**src/rtl/dmem_stall_ctrl.sv**
```systemverilog
// MEM-stage data-memory access controller: turns a load/store into a bus
// request/address/data handshake and freezes the pipeline while it is in flight.
module dmem_stall_ctrl #(
    parameter int ADDR_W = 32,
    parameter int DATA_W = 32
) (
    input  logic              clk,
    input  logic              rst,
    input  logic              mem_en,
    input  logic              mem_type,
    input  logic [1:0]        mem_size,
    input  logic              mem_signed,
    input  logic [ADDR_W-1:0] mem_addr,
    input  logic [DATA_W-1:0] mem_wdata,
    output logic              mem_stall,
    output logic [DATA_W-1:0] mem_rdata,
    output logic              mem_addr_err,
    output logic              bus_req,
    output logic              bus_wr,
    output logic [ADDR_W-1:0] bus_addr,
    output logic [3:0]        bus_be,
    output logic [DATA_W-1:0] bus_wdata,
    input  logic              bus_addr_ok,
    input  logic              bus_data_ok,
    input  logic [DATA_W-1:0] bus_rdata
);

    localparam logic MEM_STORE = 1'b1;

    typedef enum logic [1:0] {
        S_IDLE = 2'b00,
        S_ADDR = 2'b01,
        S_DATA = 2'b10,
        S_DONE = 2'b11
    } state_t;

    state_t            state_q, state_d;
    logic              bus_wr_q, bus_wr_d;
    logic [ADDR_W-1:0] bus_addr_q, bus_addr_d;
    logic [3:0]        bus_be_q, bus_be_d;
    logic [DATA_W-1:0] bus_wdata_q, bus_wdata_d;
    logic [DATA_W-1:0] mem_rdata_q, mem_rdata_d;
    logic [1:0]        ld_size_q, ld_size_d;
    logic [1:0]        ld_off_q, ld_off_d;
    logic              ld_signed_q, ld_signed_d;

    logic              misalign_s;
    logic              start_s;
    logic [3:0]        be_s;
    logic [DATA_W-1:0] wdata_s;
    logic [7:0]        byte_s;
    logic [15:0]       half_s;
    logic [DATA_W-1:0] ext_s;

    // Alignment / reserved-size check and request-field formatting
    always_comb begin
        misalign_s = 1'b0;
        be_s       = 4'b0000;
        wdata_s    = mem_wdata;
        case (mem_size)
            2'b00: begin
                misalign_s = 1'b0;
                be_s       = 4'b0001 << mem_addr[1:0];
                wdata_s    = {4{mem_wdata[7:0]}};
            end
            2'b01: begin
                misalign_s = mem_addr[0];
                be_s       = mem_addr[1] ? 4'b1100 : 4'b0011;
                wdata_s    = {2{mem_wdata[15:0]}};
            end
            2'b10: begin
                misalign_s = |mem_addr[1:0];
                be_s       = 4'b1111;
                wdata_s    = mem_wdata;
            end
            default: begin
                misalign_s = 1'b1;
                be_s       = 4'b0000;
                wdata_s    = mem_wdata;
            end
        endcase
        mem_addr_err = mem_en & misalign_s;
        start_s      = (state_q == S_IDLE) & mem_en & ~misalign_s;
    end

    // Load lane extraction and sign/zero extension from the captured access shape
    always_comb begin
        byte_s = bus_rdata[{ld_off_q, 3'b000} +: 8];
        half_s = bus_rdata[{ld_off_q[1], 4'b0000} +: 16];
        case (ld_size_q)
            2'b00:   ext_s = {{24{ld_signed_q & byte_s[7]}}, byte_s};
            2'b01:   ext_s = {{16{ld_signed_q & half_s[15]}}, half_s};
            default: ext_s = bus_rdata;
        endcase
    end

    // Next-state, request-field capture and load-result update
    always_comb begin
        state_d     = state_q;
        bus_wr_d    = bus_wr_q;
        bus_addr_d  = bus_addr_q;
        bus_be_d    = bus_be_q;
        bus_wdata_d = bus_wdata_q;
        ld_size_d   = ld_size_q;
        ld_off_d    = ld_off_q;
        ld_signed_d = ld_signed_q;
        mem_rdata_d = mem_rdata_q;
        case (state_q)
            S_IDLE: begin
                if (start_s) begin
                    state_d     = S_ADDR;
                    bus_wr_d    = (mem_type == MEM_STORE);
                    bus_addr_d  = {mem_addr[ADDR_W-1:2], 2'b00};
                    bus_be_d    = be_s;
                    bus_wdata_d = wdata_s;
                    ld_size_d   = mem_size;
                    ld_off_d    = mem_addr[1:0];
                    ld_signed_d = mem_signed;
                end else begin
                    state_d = S_IDLE;
                end
            end
            S_ADDR: begin
                if (bus_addr_ok) begin
                    state_d = S_DATA;
                end else begin
                    state_d = S_ADDR;
                end
            end
            S_DATA: begin
                if (bus_data_ok) begin
                    state_d = S_DONE;
                    if (!bus_wr_q) begin
                        mem_rdata_d = ext_s;
                    end else begin
                        mem_rdata_d = mem_rdata_q;
                    end
                end else begin
                    state_d = S_DATA;
                end
            end
            // DONE lets the completed instruction advance without being reissued
            S_DONE:  state_d = S_IDLE;
            default: state_d = S_IDLE;
        endcase
    end

    // State and request-field registers
    always_ff @(posedge clk or posedge rst) begin
        if (rst) begin
            state_q     <= S_IDLE;
            bus_wr_q    <= 1'b0;
            bus_addr_q  <= '0;
            bus_be_q    <= 4'b0000;
            bus_wdata_q <= '0;
            mem_rdata_q <= '0;
            ld_size_q   <= 2'b00;
            ld_off_q    <= 2'b00;
            ld_signed_q <= 1'b0;
        end else begin
            state_q     <= state_d;
            bus_wr_q    <= bus_wr_d;
            bus_addr_q  <= bus_addr_d;
            bus_be_q    <= bus_be_d;
            bus_wdata_q <= bus_wdata_d;
            mem_rdata_q <= mem_rdata_d;
            ld_size_q   <= ld_size_d;
            ld_off_q    <= ld_off_d;
            ld_signed_q <= ld_signed_d;
        end
    end

    assign mem_stall = start_s | (state_q == S_ADDR) | (state_q == S_DATA);
    assign bus_req   = (state_q == S_ADDR);
    assign bus_wr    = bus_wr_q;
    assign bus_addr  = bus_addr_q;
    assign bus_be    = bus_be_q;
    assign bus_wdata = bus_wdata_q;
    assign mem_rdata = mem_rdata_q;

endmodule

```
**config.mk**
```make
export PLATFORM = sky130hd
export DESIGN_NAME = dmem_stall_ctrl
export DESIGN_NICKNAME = d
export VERILOG_FILES = /design/src/rtl/dmem_stall_ctrl.sv
export SDC_FILE = /design/constraint.sdc
export NUM_CORES = 1
export LEC_CHECK = 0
export ABC_AREA = 1
export BUFFER_PORTS_ARGS = -buffer_cell sky130_fd_sc_hd__buf_2
export CAP_MARGIN = 10
export CORE_ASPECT_RATIO = 0.9
export CORE_MARGIN = 8
export CORE_UTILIZATION = 52
export CTS_BUF_LIST = sky130_fd_sc_hd__clkbuf_16
export CTS_CLUSTER_SIZE = 20
export DETAILED_ROUTE_END_ITERATION = 8
export GPL_TIMING_DRIVEN = 0
export PLACE_DENSITY = 0.92
export SLEW_MARGIN = 10
export SYNTH_ARGS = -nofsm -noshare
export SYNTH_HDL_FRONTEND = slang
export SYNTH_SLANG_ARGS = --single-unit
```
**constraint.sdc**
```tcl
create_clock -name clk -period 9.4 [get_ports clk]
set_input_delay 1.88 -clock clk [delete_from_list [all_inputs] [get_ports clk]]
set_output_delay 1.88 -clock clk [all_outputs]
set_load 0.02 [all_outputs]
```
# ---- After elaboration in Yosys (flattened, before gate mapping)
# Cells that the tools add are included.
dict set report classes {
  n_eq_ne 6
  shift 3
  mux 9
  bitwise_logic 9
  reduce_logical 6
}
# operator count
set ops {}
lappend ops {{32-bit case mux with 2 select lines} 2}
lappend ops {{32-bit by 6-bit indexed part select with 16-bit output} 1}
lappend ops {{32-bit by 6-bit indexed part select with 8-bit output} 1}
lappend ops {{4-bit case mux with 3 select lines} 1}
lappend ops {{2-bit case mux with 4 select lines} 1}
lappend ops {{2-bit by 1-bit == test with 1-bit output, second input constant} 3}
lappend ops {{2-bit == test, second input constant} 3}
lappend ops {{2-bit logical NOT} 3}
lappend ops {{1-bit AND} 5}
lappend ops {{4-bit 2-to-1 mux} 1}
lappend ops {{1-bit by 2-bit left shift with 4-bit output, first input constant} 1}
lappend ops {{1-bit case mux with 3 select lines} 1}
lappend ops {{3-bit AND reduction} 1}
lappend ops {{1-bit 2-to-1 mux} 2}
lappend ops {{2-bit 2-to-1 mux} 1}
lappend ops {{1-bit inverter} 2}
lappend ops {{1-bit OR} 2}
lappend ops {{2-bit AND reduction} 1}
lappend ops {{2-bit OR reduction} 1}
dict set report totals {
  reg_bits 106
  inputBits 105
}

# ---- Depth between registers and ports, before layout
dict set report depth {
  depth_word 6
  depth_mapped 10
  ltp_nobuf 9
}

# ---- Worst setup path after synthesis
# No wires, ideal clock.
dict set report synth_timing {
  path_kind {input port to output port}
  startpoint {in mem_size[1]}
  endpoint {out mem_stall}
  arrival_time_ps 2708
  t_required_ps 7520
  slack_ps 4812
  path_stages 5
  cell_sequence {buf_2 -> o21ai_2 -> nand3_4 -> buf_2 -> nand3_1}
}
dict set report synth_via {
  elab_chain_len 6
}
# element line_no
set synth_lines {}
lappend synth_lines {{from (decl)} 11} ;# input logic [1:0] mem_size,
lappend synth_lines {{2-bit == test (tied with other cells)} 60} ;# case (mem_size)
lappend synth_lines {{1-bit case mux with 3 select lines *} 60}
lappend synth_lines {{1-bit inverter *} 83} ;# start_s = (state_q == S_IDLE) & mem_en & ~misalign_s;
lappend synth_lines {{1-bit AND *} 83}
lappend synth_lines {{1-bit OR * (2 in a row)} 173} ;# assign mem_stall = start_s | (state_q == S_ADDR) | (state_q == S_DATA);
lappend synth_lines {{to (decl)} 15} ;# output logic mem_stall,
# Mark *: on every way between the ends. The rest lies on a longest branch, timed or not.

# ---- Final worst setup path
# Same ends and word-level chain as after synthesis.

==> metrics.yaml <==
sta:
  min_period_ns: 4.82
  hold_viol_final: 0
  max_slew_margin_pct: 62.9
  rsz0062_at_grt: "no"
  tightest_slew_ns: 0.557
  post-route-period-util_pct: 51.3
  finalSetupViolCount: 0
  finalMaxSlewViolations: 0
  setup_tns_ns: 0
  clock.fmax_mhz: 207
  fin_skew_ns: 0.0130
  setup_ws_ns: 4.58
worst_setup_path:
  r2r_setup_slack_ns: 7.78
  cp.arrival_ns: 2.94
  end_kind: "output port"
  critPathSlowestCell: "buf_2"
  worstPathRequired_ns: 7.52
  cpMostUsedCell: "buf_2"
  crit_type: "in -> out"
  worstPathCellList: "buf_2 -> o21ai_2 -> nand3_4 -> buf_2 -> nand3_1 -> buf_2"
  slowest_delay_ns: 0.24
  worstSetupStartpointType: "primary input"
  cp_max_fo: 10
pwr:
  leakage_nw: 3.69
  p_clk_share_pct: 15.8
  p_switching_w: 0.00103
  switching_share_pct: 45.8
  p_comb_share_pct: 48.2
  vdd_drop_max_mv: 0.183
  seqPwrFrac_pct: 36.0
  power_density_nw_per_um2: 345
  internal-power_w: 0.00122
cts:
  root_buffer: "clkbuf_16"
  cts_resized: 0
  cts_tree: "yes"
  clk-insertion-delay-late_ns: 0.34
  cts_buffer_depth: 2
  post_cts_buffers: 0
  path_clk_slew_ns: 0.07
  h-tree-depth: 3
  holdBufCountCts: 0
  cts_buffers: 9
  cts_sinks: 106
global_route:
  antenna_found_initial: 0
  first_global_vias: 5078
  grt_pass1_wl_microns: 25100
  groute.usage.overall_pct: 23.8
  grt_max_degree: 90
  overflow: 0
yosys:
  yosys_register_bits: 106
  seq_area_frac_synth_pct: 53.0
  syn_inst: 641
  ys.flop_type: "dfrtp_1"
  synth_top_area_share_pct: 53.0
  avgSynthCellArea_sq_um: 7.80
  synth-async-reset-ratio_pct: 100
  synth_warnings: 0
  synthesis.area_sq_um: 5000
  synth_edf_count: 0
  yosys.area.top_type: "dfrtp_1"
  synth_cell_type_count: 25
  synthTopCellsByArea: "dfrtp_1, nand2_1, o21ai_0"
placement:
  portBuffers: 205
  postPlaceCellArea_sq_um: 6220
  dp_cells: 974
  pre_cts_ws_ns: 4.58
  gp_congestion: 0.929
  hpwlAfterDp_microns: 12000
min_path:
  hold_class: "reg -> reg"
floorplan:
  core_sq_um: 9530
  num_rows: 34
  ioPinCount: 209
  fp.dieH_microns: 109
  die_area_sq_um: 13000
  start_util_pct: 52.5
  die_w_microns: 119
drt:
  drtPass1Iterations: 5
  wl_per_cell_microns: 15.6
  drt_iter0_drc: 425
  drtAntennaViolNets: 0
  num_vias: 5033
  drc: 0
  wl_microns: 15400
  vias_per_cell: 5.08
final_layout:
  instances_no_fill: 990
  drive_gt1_share_pct: 29.9
  areaGrowthSynthToFinish_pct: 29.9
  fillCellCount: 857
  n_antenna_cell: 0
  nets: 964
  final_area_sq_um: 6500
outcome:
  status: "finished, final reports clean"
flow_run:
  cap_violations: 0
area by class of cell:
| cell class | count | area (sq um) | area share [%] |
|---|---|---|---|
| Sequential cell | 106 | 2650 | 40.8 |
| Inverter | 37 | 144 | 2.21 |
| Tap cell | 126 | 158 | 2.43 |
| Buffer | 37 | 215 | 3.31 |
| Clock buffer | 9 | 225 | 3.46 |
| Clock inverter | 7 | 52.6 | 0.808 |
| Multi-Input combinational cell | 462 | 2000 | 30.8 |
| Timing Repair Buffer | 206 | 1050 | 16.2 |
cell families after synthesis:
logic type | share of synthesized area, %
AND/OR/NAND/NOR | 27.2
AO/OA/AOI/OAI | 12.6
flip-flops | 53.0
buffers and inverters | 7.08
other | 0.0750
metrics by stage:
| stage | total power, W | hold slack, ns | util [%] |
|---|---|---|---|
| finish | 0.00224 | 0.480 | 68.2 |
| CTS | 0.00225 | 0.482 | 68.2 |
| detailed placement | 0.00189 | 0.460 | 65.3 |
| global placement | 0.00186 | 0.458 | 65.0 |
| global route | 0.00240 | 0.500 | 68.2 |
| floorplan | 0.00150 | 0.475 | - |
worst paths after layout:
kind | start | endpoint | cells after the start
max reg2reg | state_q[0]$_DFF_PP0_ | mem_rdata[28]$_DFFE_PP0P_ | 7
max in group asynchronous | rst | bus_addr[22]$_DFFE_PP0P_ | 3
min reg2reg | bus_addr[17]$_DFFE_PP0P_ | bus_addr[17]$_DFFE_PP0P_ | 2
min | bus_addr[17]$_DFFE_PP0P_ | bus_addr[17]$_DFFE_PP0P_ | 2
max | mem_size[1] | mem_stall | 6
min in group asynchronous | rst | mem_rdata[19]$_DFFE_PP0P_ | 2
power by group through the flow:
stage               combinational, W  sequential [W]  clock, W
floorplan                   0.000441         0.00106         0
global placement             0.00106        0.000803         0
detailed placement           0.00109        0.000806         0
CTS                          0.00109        0.000806  0.000359
global route                 0.00119        0.000832  0.000377
finish                       0.00108        0.000808  0.000355
placed cells by master (no fill, tap or decap), types with 7 or more instances in the layout:
cell type / count
nand2_1: 283
buf_2: 218
dfrtp_1: 106
o21ai_0: 63
a21oi_1: 56
inv_1: 32
nor2_1: 26
clkbuf_1: 15
nand3_1: 12
clkbuf_16: 9
buf_6: 7
nand4_1: 7
cell usage after synthesis, drive strengths merged (7+ instances only):
master and n:
nand2 286, dfrtp 106, o21ai 65, a21oi 56
inv 36, nor2 29, buf 22, clkbuf 15
nand3 14, nand4 7
state kept, by name, summed over array words and instances (netlist names), named ones only:
| register | flops |
|---|---|
| bus_wdata | 32 |
| ld_signed_q | 1 |
| bus_be | 4 |
| ld_size_q | 2 |
| mem_rdata | 32 |
| bus_wr | 1 |
| ld_off_q | 2 |
| bus_addr | 30 |
| state_q | 1 |
per-layer routing:
| layer | vias to the layer above | GRT usage [%] | share of wire, % |
|---|---|---|---|
| met5 | - | 0 | 0 |
| met4 | 0 | 6.68 | 2.0 |
| met3 | 25 | 8.70 | 9.9 |
| met2 | 260 | 40.2 | 48 |
| met1 | 2277 | 28.2 | 40 |
| li1 | 2471 | - | - |
critical path: cells and delay by family:
family	cells	cell delay, ns
AOI/OAI and AO/OA	1	0.20
buffers and inverters	3	0.59
and+or+nand+nor	2	0.27
(Power assumes the default switching activity.)
